`config.mk`:
```
export PLATFORM = sky130hd
export DESIGN_NAME = regfile_wb_sched
export DESIGN_NICKNAME = d
export VERILOG_FILES = /design/src/rtl/regfile_wb_sched_pkg.sv /design/src/rtl/regfile_wb_sched_scoreboard.sv /design/src/rtl/regfile_wb_sched.sv
export SDC_FILE = /design/constraint.sdc
export NUM_CORES = 1
export LEC_CHECK = 0
export BUFFER_PORTS_ARGS = -buffer_cell sky130_fd_sc_hd__buf_4
export CAP_MARGIN = 10
export CORE_ASPECT_RATIO = 1.25
export CORE_MARGIN = 2
export CORE_UTILIZATION = 45
export DETAILED_ROUTE_END_ITERATION = 8
export PLACE_DENSITY = 0.73
export SYNTH_ARGS = -nofsm -noshare
export SYNTH_HDL_FRONTEND = slang
export SYNTH_SLANG_ARGS = --single-unit
```
`constraint.sdc`:
```
create_clock -name clk -period 3.3 [get_ports clk]
set_input_delay 0.66 -clock clk [delete_from_list [all_inputs] [get_ports clk]]
set_output_delay 0.66 -clock clk [all_outputs]
set_load 0.01 [all_outputs]
```
`src/rtl/regfile_wb_sched_pkg.sv`:
```
// Shared constants and arbiter state encoding for the write-back scheduler.
package regfile_wb_sched_pkg;
   localparam int NUM_REGS   = 32;
   localparam int DEF_DATA_W = 32;
   localparam int DEF_ADDR_W = 5;

   typedef enum logic {
      MEM_PRI   = 1'b0,
      ALU_FORCE = 1'b1
   } arb_state_e;
endpackage

```
`src/rtl/regfile_wb_sched_scoreboard.sv`:
```
// Busy-mask scoreboard: pending-destination tracking plus issue stall/bypass compare.
// Optional RF_WB_BYPASS_EN exposes source-hit flags against the in-flight write.
module rf_scoreboard
   import regfile_wb_sched_pkg::*;
#(
   parameter int ADDR_W = DEF_ADDR_W
) (
   input  logic                clk,
   input  logic                rst,
   input  logic                issue_valid,
   input  logic                issue_wr,
   input  logic [ADDR_W-1:0]   issue_rd,
   input  logic [ADDR_W-1:0]   issue_rs1,
   input  logic [ADDR_W-1:0]   issue_rs2,
   input  logic                clr_en,
   input  logic [ADDR_W-1:0]   clr_rd,
   output logic                stall,
   output logic [NUM_REGS-1:0] busy_mask
`ifdef RF_WB_BYPASS_EN
   ,
   output logic                byp1_hit,
   output logic                byp2_hit
`endif
);
   logic [NUM_REGS-1:0] busy_q, busy_d, set_vec, clr_vec;
   logic                src1_haz, src2_haz, dst_haz, set_en;

   always_comb begin
      src1_haz = busy_q[issue_rs1] & (issue_rs1 != '0);
      src2_haz = busy_q[issue_rs2] & (issue_rs2 != '0);
`ifdef RF_WB_BYPASS_EN
      byp1_hit = clr_en & (clr_rd == issue_rs1) & (clr_rd != '0);
      byp2_hit = clr_en & (clr_rd == issue_rs2) & (clr_rd != '0);
      src1_haz = src1_haz & ~byp1_hit;
      src2_haz = src2_haz & ~byp2_hit;
`endif
      // WAW on the destination is never bypassed: the older write must land first.
      dst_haz = issue_wr & busy_q[issue_rd] & (issue_rd != '0);
      stall   = issue_valid & (src1_haz | src2_haz | dst_haz);
      set_en  = issue_valid & ~stall & issue_wr & (issue_rd != '0);

      set_vec = '0;
      clr_vec = '0;
      if (set_en) set_vec[issue_rd] = 1'b1;
      if (clr_en) clr_vec[clr_rd]   = 1'b1;
      busy_d    = (busy_q & ~clr_vec) | set_vec;
      busy_d[0] = 1'b0;
   end

   always_ff @(posedge clk or negedge rst) begin
      if (!rst) busy_q <= '0;
      else      busy_q <= busy_d;
   end

   assign busy_mask = busy_q;
endmodule

```
`src/rtl/regfile_wb_sched.sv`:
```
// Write-back arbiter (ALU vs load) with anti-starvation, registered RF write port and wb_err.
// Optional RF_WB_BYPASS_EN adds byp1_hit/byp2_hit/byp_data forwarding outputs.
module regfile_wb_sched
   import regfile_wb_sched_pkg::*;
#(
   parameter int DATA_W     = DEF_DATA_W,
   parameter int ADDR_W     = DEF_ADDR_W,
   parameter int STARVE_MAX = 2
) (
   input  logic                clk,
   input  logic                rst,
   input  logic                issue_valid,
   input  logic                issue_wr,
   input  logic [ADDR_W-1:0]   issue_rd,
   input  logic [ADDR_W-1:0]   issue_rs1,
   input  logic [ADDR_W-1:0]   issue_rs2,
   output logic                stall,
   input  logic                alu_valid,
   input  logic [ADDR_W-1:0]   alu_rd,
   input  logic [DATA_W-1:0]   alu_data,
   output logic                alu_ready,
   input  logic                mem_valid,
   input  logic [ADDR_W-1:0]   mem_rd,
   input  logic [DATA_W-1:0]   mem_data,
   output logic                mem_ready,
   output logic                rf_we,
   output logic [ADDR_W-1:0]   rf_rd,
   output logic [DATA_W-1:0]   rf_data,
   output logic [NUM_REGS-1:0] busy_mask,
   output logic                wb_err
`ifdef RF_WB_BYPASS_EN
   ,
   output logic                byp1_hit,
   output logic                byp2_hit,
   output logic [DATA_W-1:0]   byp_data
`endif
);
   localparam int                CNT_W      = $clog2(STARVE_MAX + 1);
   localparam logic [CNT_W-1:0]  STARVE_LIM = CNT_W'(STARVE_MAX);

   arb_state_e        state_q, state_d;
   logic [CNT_W-1:0]  cnt_q, cnt_d, cnt_inc;
   logic              mem_xfer, alu_xfer, xfer;
   logic [ADDR_W-1:0] sel_rd;
   logic [DATA_W-1:0] sel_data;
   logic              rf_we_q, rf_we_d, wb_err_q, wb_err_d;
   logic [ADDR_W-1:0] rf_rd_q;
   logic [DATA_W-1:0] rf_data_q;

   always_comb begin
      state_d   = state_q;
      cnt_d     = cnt_q;
      mem_ready = 1'b0;
      alu_ready = 1'b0;
      cnt_inc   = cnt_q + 1'b1;
      case (state_q)
         MEM_PRI: begin
            mem_ready = 1'b1;
            alu_ready = ~mem_valid;
            if (alu_valid & mem_valid) begin
               if (cnt_inc >= STARVE_LIM) begin
                  state_d = ALU_FORCE;
                  cnt_d   = '0;
               end else begin
                  cnt_d = cnt_inc;
               end
            end else if (alu_valid) begin
               cnt_d = '0;
            end
         end
         // Single forced slot: exits whether the ALU takes it or has dropped valid.
         ALU_FORCE: begin
            alu_ready = 1'b1;
            state_d   = MEM_PRI;
            cnt_d     = '0;
         end
         default: begin
            state_d = MEM_PRI;
            cnt_d   = '0;
         end
      endcase
   end

   always_comb begin
      mem_xfer = mem_valid & mem_ready;
      alu_xfer = alu_valid & alu_ready;
      xfer     = mem_xfer | alu_xfer;
      sel_rd   = mem_xfer ? mem_rd   : alu_rd;
      sel_data = mem_xfer ? mem_data : alu_data;
      // x0 writes still handshake but never reach the register file.
      rf_we_d  = xfer & (sel_rd != '0);
      wb_err_d = wb_err_q | (rf_we_d & ~busy_mask[sel_rd]);
   end

   always_ff @(posedge clk or negedge rst) begin
      if (!rst) begin
         state_q   <= MEM_PRI;
         cnt_q     <= '0;
         rf_we_q   <= 1'b0;
         rf_rd_q   <= '0;
         rf_data_q <= '0;
         wb_err_q  <= 1'b0;
      end else begin
         state_q  <= state_d;
         cnt_q    <= cnt_d;
         rf_we_q  <= rf_we_d;
         wb_err_q <= wb_err_d;
         if (rf_we_d) begin
            rf_rd_q   <= sel_rd;
            rf_data_q <= sel_data;
         end
      end
   end

   rf_scoreboard #(.ADDR_W(ADDR_W)) u_sb (
      .clk        (clk),
      .rst        (rst),
      .issue_valid(issue_valid),
      .issue_wr   (issue_wr),
      .issue_rd   (issue_rd),
      .issue_rs1  (issue_rs1),
      .issue_rs2  (issue_rs2),
      .clr_en     (rf_we_q),
      .clr_rd     (rf_rd_q),
      .stall      (stall),
      .busy_mask  (busy_mask)
`ifdef RF_WB_BYPASS_EN
      ,
      .byp1_hit   (byp1_hit),
      .byp2_hit   (byp2_hit)
`endif
   );

   assign rf_we   = rf_we_q;
   assign rf_rd   = rf_rd_q;
   assign rf_data = rf_data_q;
   assign wb_err  = wb_err_q;
`ifdef RF_WB_BYPASS_EN
   assign byp_data = rf_data_q;
`endif
endmodule
```
==> flow_metrics.tcl <==
set metrics [dict create \
    clk_root_buffer_cell "sky130_fd_sc_hd__clkbuf_16" \
    timing.clock.skew_ps 11.9 \
    fin_nets 781 \
    clock_path_buffers 2 \
    syn_area_per_cell_um2 9.57 \
    cts_buffers 9 \
    floorplan.die.width_um 97.1 \
    synthDistinctLibCells 52 \
    route.detailed.drc 0 \
    worst-endpoint-required_ps 2640 \
    cts.hold.buffers_added 0 \
    floorplan.initialDensity 0.462 \
    p_clk_frac 0.211 \
    final_common_cell "sky130_fd_sc_hd__buf_4" \
    sequentialPowerShare 0.342 \
    globalRouteMet2Util 0.497 \
    worstHoldPathType "in -> async" \
    cell_internal_pwr_mw 2.78 \
    mappedNetlistNets 606 \
    post-route-period-util 0.980 \
    drive_above_1_share 0.408 \
    synth.area.top_cells "sky130_fd_sc_hd__dfrtp_1, sky130_fd_sc_hd__nand2_1, sky130_fd_sc_hd__mux2i_1, sky130_fd_sc_hd__mux4_2, sky130_fd_sc_hd__mux2_2" \
    h-tree-depth 3 \
    critical_path_class "reg -> out" \
    regToRegStartpoint "u_sb.busy_mask[9]" \
    floorplan.io_pins 169 \
    grt_start_max_net_pins 74 \
    post_synth_instance_area_um2 4880 \
    clk_pin_slew_worst_paths_ps 60 \
    worstSkewPairLatency_ps 340 \
    postRouteWirelength_um 17300 \
    core_util_final 0.631 \
    ir_drop_uv 629 \
    grt.met1_usage 0.350 \
    startpoint_type "flop" \
    layout_min_cycle_time_ps 3240 \
    yosys_register_bits 73 \
    cts.sink_count 73 \
    report.final.hold_viol_count 0 \
    postCtsSetupRepairBufs 0 \
    multi_input_area_um2 2830 \
    global_route.usage.met3 0.0618 \
    die_area_um2 11700 \
    insertedDiodeCount 0 \
    via_count_of_the_first_global_routing_pass 4721 \
    dr.first_iter.drc_count 323 \
    end_kind "output pin" \
    first_pass_grt_wire_length_um 26500 \
    place_congestion 0.989 \
    vias_per_cell 6.04 \
    grt_overflow 0 \
    synth_async_sr_flop_share 1.00 \
    result_of_the_run "complete, no violations" \
    cellLeakagePower_nw 3.18 \
    sequential_cell_area_um2 1830 \
    drv_slew 0 \
    cap_violations 0 \
    core_area_um2 10600 \
    vias 4962 \
    synth.largest_area_cell "sky130_fd_sc_hd__dfrtp_1" \
    power_density_nw_per_um2 692 \
    grt_usage 0.294 \
    detail_route.wl_per_cell_um 21.1 \
    setup_total_negative_slack_ps 0 \
    worst_pin_slew_ps 952 \
    fillCellCount 858 \
    finalSetupViolations 0 \
    share_of_total_power_in_combinational_logic 0.447 \
    synth-main-ff-cell "sky130_fd_sc_hd__dfrtp_1" \
    port_buffers 167 \
    detailedPlacementHpwl_um 12800 \
    area.growth.synth_to_final_pct 36.6 \
    ctsResizeCount 0 \
    crit_path_max_fanout 4 \
    seq_area_frac_synth 0.374 \
    slew-limit-headroom 0.365 \
    core.rowCount 42 \
    netlist.area_leader.share 0.374 \
    chipHeight_um 120 \
    rsz0062_at_grt "no" \
    netlist_instances 510 \
    fmax_ghz 0.309 \
    mostFrequentLayoutCells "sky130_fd_sc_hd__buf_4, sky130_fd_sc_hd__nand2_1, sky130_fd_sc_hd__dfrtp_1, sky130_fd_sc_hd__o21ai_0, sky130_fd_sc_hd__mux2i_1" \
    grt_most_used_layer "met2" \
    power.switching_mw 1.83 \
    synth_warnings 0 \
    timing.critical_path.from "u_sb.busy_mask[9]" \
    power_switching_share 0.397 \
    number_of_enable_flip_flop_cells_after_synthesis 0 \
    cts_tree "yes" \
    grt_antenna_before_repair 0 \
    worst_ep_arrival_time_ps 2580 \
    drtAntennaViolNets 0 \
    drt_pass1_iterations 6 \
]
==> cell type report <==
type	count	area share
clock inverters	6	0.0103
inverters	11	0.00657
clock buffers	9	0.0338
well taps	132	0.0248
repair buffers	198	0.225
multi-input cells	392	0.425
flip-flops and latches	73	0.274
==> power by group through the flow <==
stage | Sequential, mW | Clock, mW | Combinational [mW]
after detailed placement | 1.56 | 0 | 2.01
after floorplan | 1.54 | 0 | 0.899
after global routing | 1.59 | 1.03 | 2.18
after global placement | 1.56 | 0 | 1.98
final | 1.58 | 0.975 | 2.06
after CTS | 1.55 | 0.985 | 2.03
==> registers in the layout (all words and copies together) (netlist names) <==
name            count
cnt_q               2
rf_rd               5
u_sb.busy_mask     31
rf_data            32
rf_we               1
wb_err              1
state_q             1
==> synth_stat cells (4+ instances only) <==
| cell type | count |
|---|---|
| sky130_fd_sc_hd__nand2_1 | 120 |
| sky130_fd_sc_hd__inv_1 | 10 |
| sky130_fd_sc_hd__or4_1 | 9 |
| sky130_fd_sc_hd__mux2_2 | 23 |
| sky130_fd_sc_hd__mux2i_1 | 33 |
| sky130_fd_sc_hd__a21oi_1 | 6 |
| sky130_fd_sc_hd__o21ai_0 | 35 |
| sky130_fd_sc_hd__clkbuf_1 | 15 |
| sky130_fd_sc_hd__nand2b_1 | 4 |
| sky130_fd_sc_hd__mux4_2 | 13 |
| sky130_fd_sc_hd__a211oi_1 | 4 |
| sky130_fd_sc_hd__buf_6 | 6 |
| sky130_fd_sc_hd__nor2_1 | 15 |
| sky130_fd_sc_hd__o41ai_2 | 6 |
| sky130_fd_sc_hd__nand3_1 | 22 |
| sky130_fd_sc_hd__o22ai_1 | 6 |
| sky130_fd_sc_hd__dfrtp_1 | 73 |
| sky130_fd_sc_hd__o31ai_1 | 16 |
| sky130_fd_sc_hd__o21ai_1 | 10 |
| sky130_fd_sc_hd__mux2_4 | 14 |
| sky130_fd_sc_hd__nor3_1 | 4 |
| sky130_fd_sc_hd__nor2b_1 | 9 |
| sky130_fd_sc_hd__buf_2 | 9 |
==> per-stage QoR <==
stage	total power, mW	instances	hold WS [ps]	setup slack, ps	area, µm²
global route	4.80	821	529	24.6	6670
global placement	3.54	806	484	68.6	6360
floorplan	2.43	510	364	66.5	4880
detailed placement	3.57	806	494	64.5	6360
CTS	4.56	821	501	12.0	6660
finish	4.61	821	452	64.8	6670
==> worst paths after layout <==
check	to	slack, ps	cells after the start
max	stall	60	6
min	rf_data[8]	450	1
max reg2reg	u_sb.busy_mask[5]	480	6
min reg2reg	cnt_q[1]	510	1
max in group asynchronous	u_sb.busy_mask[10]	2160	1
min in group clk	cnt_q[1]	510	1
==> cell families after synthesis <==
group                      Yosys count  synth area share
adders and majority gates            1           0.00256
buffers and inverters               45            0.0490
muxes                               86             0.240
DFF                                 73             0.374
AOI/OAI and AO/OA                   98             0.135
and+or+nand+nor                    206             0.198
other                                1          0.000769
==> layer usage <==
layer	wire length, µm	vias to the layer above
met5	0	-
met2	8290	316
met3	1700	86
met1	6280	2348
met4	1020	0
li1	-	2212
==> critical path: stages, from the launching register on <==
cell and delay, ps:
sky130_fd_sc_hd__dfrtp_2 470, sky130_fd_sc_hd__mux4_2 480, sky130_fd_sc_hd__a211oi_1 250, sky130_fd_sc_hd__nor4b_1 100, sky130_fd_sc_hd__or4_4 570, sky130_fd_sc_hd__o21a_1 220, sky130_fd_sc_hd__buf_4 140
No activity file was read; power rests on OpenSTA's default activity.
